[src/rtl/minesweeper_game_ctrl.sv]
// minesweeper_game_ctrl: game sequencing for the 8x8 minesweeper board
// clk, reset (sync, active-low); mine_in: mine layout, latched on COUNT entry
// start: restart from LOST/WON; mv_*/step/flag: single-cycle player pulses
// mineMap/flagMap/stepMap/posMap: board maps for the renderer
// state: 0 COUNT, 1 PLAY, 2 REVEAL, 3 LOST, 4 WON; safe_left: safe tiles still hidden
// won/lost: registered end-of-game flags
module minesweeper_game_ctrl #(
    parameter logic [5:0] START_TILE = 6'd0,
    parameter logic [5:0] SCAN_LAST  = 6'd63
) (
    input  logic        clk,
    input  logic        reset,
    input  logic [63:0] mine_in,
    input  logic        start,
    input  logic        mv_up,
    input  logic        mv_down,
    input  logic        mv_left,
    input  logic        mv_right,
    input  logic        step,
    input  logic        flag,
    output logic [63:0] mineMap,
    output logic [63:0] flagMap,
    output logic [63:0] stepMap,
    output logic [63:0] posMap,
    output logic [2:0]  state,
    output logic [6:0]  safe_left,
    output logic        won,
    output logic        lost
);
    localparam logic [2:0] S_COUNT = 3'd0, S_PLAY = 3'd1, S_REVEAL = 3'd2, S_LOST = 3'd3, S_WON = 3'd4;
    logic [2:0]  state_nx;
    logic [5:0]  idx, idx_nx, cursor, cursor_nx;
    logic [6:0]  cnt, cnt_nx, cnt_total, safe_nx;
    logic        loaded, loaded_nx, step_ok;
    logic [63:0] mine_nx, flag_nx, step_nx;
    // first COUNT cycle only latches mine_in; the scan runs once loaded is set
    assign cnt_total = cnt + {6'd0, mineMap[idx]};
    assign step_ok   = !flagMap[cursor] && !stepMap[cursor];
    always_ff @(posedge clk) begin
        if (!reset) begin
            state     <= S_COUNT;
            idx       <= 6'd0;
            cnt       <= 7'd0;
            loaded    <= 1'b0;
            cursor    <= START_TILE;
            safe_left <= 7'd0;
            mineMap   <= 64'd0;
            flagMap   <= 64'd0;
            stepMap   <= 64'd0;
            posMap    <= 64'd1 << START_TILE;
            won       <= 1'b0;
            lost      <= 1'b0;
        end else begin
            state     <= state_nx;
            idx       <= idx_nx;
            cnt       <= cnt_nx;
            loaded    <= loaded_nx;
            cursor    <= cursor_nx;
            safe_left <= safe_nx;
            mineMap   <= mine_nx;
            flagMap   <= flag_nx;
            stepMap   <= step_nx;
            posMap    <= 64'd1 << cursor_nx;
            won       <= state_nx == S_WON;
            lost      <= state_nx == S_LOST;
        end
    end
    always_comb begin
        state_nx = state;
        case (state)
            S_COUNT:  if (loaded && idx == SCAN_LAST) state_nx = (cnt_total == 7'd64) ? S_WON : S_PLAY;
            S_PLAY:   if (step && step_ok) state_nx = mineMap[cursor] ? S_REVEAL : (safe_left == 7'd1 ? S_WON : S_PLAY);
            S_REVEAL: if (idx == SCAN_LAST) state_nx = S_LOST;
            S_LOST, S_WON: if (start) state_nx = S_COUNT;
            default:  state_nx = S_COUNT;
        endcase
    end
    always_comb begin
        idx_nx    = idx;
        cnt_nx    = cnt;
        loaded_nx = loaded;
        cursor_nx = cursor;
        safe_nx   = safe_left;
        mine_nx   = mineMap;
        flag_nx   = flagMap;
        step_nx   = stepMap;
        case (state)
            S_COUNT: begin
                if (!loaded) begin
                    mine_nx   = mine_in;
                    loaded_nx = 1'b1;
                end else begin
                    cnt_nx = cnt_total;
                    idx_nx = (idx == SCAN_LAST) ? 6'd0 : idx + 6'd1;
                    if (idx == SCAN_LAST) begin
                        safe_nx   = 7'd64 - cnt_total;
                        loaded_nx = 1'b0;
                    end
                end
            end
            S_PLAY: begin
                // a step pulse owns the cycle even when the tile refuses it
                if (step) begin
                    if (step_ok) begin
                        step_nx[cursor] = 1'b1;
                        if (mineMap[cursor]) idx_nx = 6'd0;
                        else safe_nx = safe_left - {6'd0, safe_left != 7'd0};
                    end
                end else if (flag) begin
                    if (!stepMap[cursor]) flag_nx[cursor] = ~flagMap[cursor];
                end else if (mv_up) begin
                    cursor_nx = (cursor[5:3] != 3'd0) ? cursor - 6'd8 : cursor;
                end else if (mv_down) begin
                    cursor_nx = (cursor[5:3] != 3'd7) ? cursor + 6'd8 : cursor;
                end else if (mv_left) begin
                    cursor_nx = (cursor[2:0] != 3'd0) ? cursor - 6'd1 : cursor;
                end else if (mv_right) begin
                    cursor_nx = (cursor[2:0] != 3'd7) ? cursor + 6'd1 : cursor;
                end
            end
            S_REVEAL: begin
                if (mineMap[idx]) begin
                    step_nx[idx] = 1'b1;
                    flag_nx[idx] = 1'b0;
                end
                idx_nx = (idx == SCAN_LAST) ? 6'd0 : idx + 6'd1;
            end
            default: begin
                if (start) begin
                    flag_nx   = 64'd0;
                    step_nx   = 64'd0;
                    cursor_nx = START_TILE;
                    idx_nx    = 6'd0;
                    cnt_nx    = 7'd0;
                    loaded_nx = 1'b0;
                end
            end
        endcase
    end
endmodule

[config.mk]
export PLATFORM = sky130hd
export DESIGN_NAME = minesweeper_game_ctrl
export DESIGN_NICKNAME = d
export VERILOG_FILES = /design/src/rtl/minesweeper_game_ctrl.sv
export SDC_FILE = /design/constraint.sdc
export NUM_CORES = 1
export LEC_CHECK = 0
export ABC_CLOCK_PERIOD_IN_PS = 5000
export CAP_MARGIN = 15
export CORE_ASPECT_RATIO = 1.4
export CORE_MARGIN = 1.5
export CORE_UTILIZATION = 50
export DETAILED_ROUTE_END_ITERATION = 10
export PLACE_DENSITY = 0.75
export SLEW_MARGIN = 20
export SYNTH_ARGS = -nofsm -noshare
export SYNTH_HDL_FRONTEND = slang
export SYNTH_SLANG_ARGS = --single-unit
[constraint.sdc]
create_clock -name clk -period 5 [get_ports clk]
set_clock_uncertainty 0.2 [all_clocks]
set_input_delay 1 -clock clk [delete_from_list [all_inputs] [get_ports clk]]
set_output_delay 1 -clock clk [all_outputs]
set_load 0.05 [all_outputs]
==> reports/results.txt <==
synthesized area - 15200 um^2
DR WL/cell - 22.3 um
crit path DAT - 4.77 ns
# port buffers - 340
worst path bufs/invs - 2
antenna viol nets, final - 0
Die H - 209 um
clk sinks - 288
yosys warns - 0
fin util - 65.6%
fraction of registers with async set/reset - 0%
number of CTS-inserted buffers - 28
PwrDens - 264 nW/um^2
CP Cell Sequence - buf_4 -> nor2_1 -> a221o_1 -> a211oi_1 -> o211ai_1 -> nor4_1 -> inv_1 -> ha_1 -> ha_1 -> or3_1 -> a21oi_1 -> o211ai_1 -> nor2b_1 -> o21ai_0 -> a21oi_1 -> nand3_1 -> and2_1
Multi-input gate area - 8630 um^2
nets - 2268
Root Buffer - clkbuf_16
drt pass-1 iters - 10
syn_nets - 2011
DRC - 0
grt ovf - 0
vias in the first global route - 15200
outcome - complete, no violations
Place WS - 0.475 ns
die width - 150 um
Initial Util - 50.6%
total track usage - 35.8%
final period utilization - 90.0%
Least-Margin Pin Slew - 1.26 ns
core footprint - 29900 um^2
vias per cell - 6.31
# H-tree levels - 1
clk slew on worst S/H paths - 0.07 ns
Worst setup SP type - register
DPL Wire Length - 40400 um
clk_lat worst skew - 0.57 ns
Post-Route WL - 57600 um
Post-CTS Setup Inserts - 0
leakage power - 0.00674 uW
peak supply drop - 238 uV
max-slew violation count - 0
minimum clock period after layout - 4.50 ns
pin count of the biggest net entering global routing - 86
CP endpoint kind - register
global-route wire length before repair - 87500 um
Power, Total - 5190 uW
Final WS setup - 0.499 ns
Syn Inst Count - 1925
crit-path leading delay family - simple AND/OR/NAND/NOR gates
most common cell after layout, fill and taps aside - clkdlybuf4s50_1
EDFF count, synth - 0
number of fillers in the final layout - 2563
Worst path max stage delay - 0.53 ns
Final Hold Viols - 0
Diodes inserted - 0
CP required - 5.27 ns
fraction of layout cells with a size suffix above 1 - 7.76%
Max-slew headroom - 16.0%
most frequent cells in the layout - clkdlybuf4s50_1, nand2_1, dfxtp_1, nor2_1, a21oi_1
gpl congestion - 0.926
Worst Hold Class - reg -> reg
register area share after synthesis - 38.1%
row count - 75
IO Pins - 341
CTS tree - yes
clk buf depth - 3
via count - 16300
synth unique cells - 82
# Max-Cap Violations - 0
CP Class - reg -> reg
CP max stage cell - nor4_1
fmax - 0.222 GHz
flip-flop and latch area - 5770 um^2
Initial DRC Count - 1630
Layout area overhead - 29.6%
Synth Area per Inst - 7.87 um^2
final setup violation count - 0
Die ar. - 31400 um^2
Post-synth top flop - dfxtp_1
worst-path fanout max - 26
Final TNS setup - 0 ns
Seq cells post-synth - 288
initial antenna violation count - 0
RSZ-0062 raised after global routing - false
==> cells in the mapped netlist, types with 6 or more instances <==
library cell	number	share of area, %
inv_1	20	0.50
a21oi_1	166	5.5
nor4_1	10	0.41
and3_1	8	0.33
o22ai_1	15	0.62
nand2b_1	12	0.50
ha_1	13	1.1
nand2_1	304	7.5
o211ai_1	8	0.40
o41ai_1	7	0.40
nor2_1	272	6.7
mux4_2	23	3.4
a21boi_0	55	2.7
buf_1	12	0.30
mux2_2	7	0.52
a22oi_1	11	0.55
nor3_1	39	1.3
or3b_2	10	0.58
and2_1	15	0.62
o21ai_1	76	2.5
buf_2	25	0.83
clkbuf_1	95	2.4
o21ai_0	75	2.5
nor2b_1	20	0.83
nand3_1	52	1.7
a211oi_1	8	0.40
or3_1	8	0.33
dfxtp_1	288	38
nand3_2	12	0.79
nand3b_1	25	1.2
a221oi_1	20	1.2
mux2i_1	44	2.9
o2bb2ai_1	63	3.6
nand4_1	6	0.25
==> area by class of cell <==
class                      instances  share of cell area, %
clock buffer                      36                   4.09
clock inverter                    15                   1.09
inverter                          21                  0.402
multi-input combinational       1470                   44.0
sequential                       288                   29.4
tap                              385                   2.45
timing repair buffer             373                   18.6
==> through the flow <==
stage	instance area [um^2]	instances	hold slack, ns
6_report	19600	2588	0.268
3_5_place_dp	18600	2537	0.258
5_1_grt	19600	2588	0.284
2_1_floorplan	15200	1925	0.245
4_1_cts	19600	2588	0.269
3_3_place_gp	18600	2537	0.253
==> worst reg2reg max path, cell delays in order, from the launching register on <==
cell and delay (ns):
dfxtp_1 0.31, buf_4 0.31, nor2_1 0.17, a221o_1 0.37
a211oi_1 0.36, o211ai_1 0.13, nor4_1 0.53, inv_1 0.10
ha_1 0.23, ha_1 0.29, or3_1 0.34, a21oi_1 0.15
o211ai_1 0.15, nor2b_1 0.19, o21ai_0 0.11, a21oi_1 0.19
nand3_1 0.10, and2_1 0.16
==> per-layer routing <==
| layer | track usage, % | wire, um | up-vias |
|---|---|---|---|
| li1 | - | - | 7364 |
| met1 | 42.6 | 20800 | 7642 |
| met2 | 57.6 | 26500 | 1077 |
| met3 | 8.95 | 6500 | 247 |
| met4 | 21.8 | 3840 | 0 |
| met5 | 0 | 0 | - |
==> path summary, 6_finish.rpt <==
| path | from | endpoint | slack (ns) | depth (start not counted) |
|---|---|---|---|---|
| worst min register to register | stepMap[45]$_SDFFE_PN0P_ | stepMap[45]$_SDFFE_PN0P_ | 0.27 | 2 |
| worst max-delay path | idx[1]$_SDFFE_PN0P_ | lost$_SDFF_PN0_ | 0.50 | 17 |
| worst min-delay path | stepMap[45]$_SDFFE_PN0P_ | stepMap[45]$_SDFFE_PN0P_ | 0.27 | 2 |
| worst max register to register | idx[1]$_SDFFE_PN0P_ | lost$_SDFF_PN0_ | 0.50 | 17 |
==> where the power goes <==
part | internal (uW) | switching (uW)
combinational | 180 | 277
clock | 1390 | 967
sequential | 2320 | 47.7
total | 3900 | 1290
==> sequential cells by signal, summed over array words and instances, names as in the netlist <==
| name | cells |
|---|---|
| flagMap | 64 |
| mineMap | 64 |
| posMap | 64 |
| stepMap | 64 |
| cnt | 7 |
| safe_left | 7 |
| cursor | 6 |
| idx | 6 |
| state | 3 |
| loaded | 1 |
| lost | 1 |
| won | 1 |
==> logic make-up (layout without fill, tap and decap cells) <==
group                      Yosys count  in the layout  synth area share [%]
xor gates and xnor gates             8              8                 0.462
adders and majority gates           13             13                  1.07
muxes                               77             77                  7.09
and+or+nand+nor                    818            818                  24.7
buffers and inverters              167            445                  5.23
DFF                                288            288                  38.1
AOI/OAI and AO/OA                  554            554                  23.4
==> timing repair <==
| action | CTS | global route |
|---|---|---|
| hold endpoints to repair | 0 | 0 |
| hold buffers | 0 | 0 |
| endpoints found under the setup margin | 0 | 1 |
| gates resized for setup | 0 | 1 |
No activity file was read; power rests on OpenSTA's default activity.
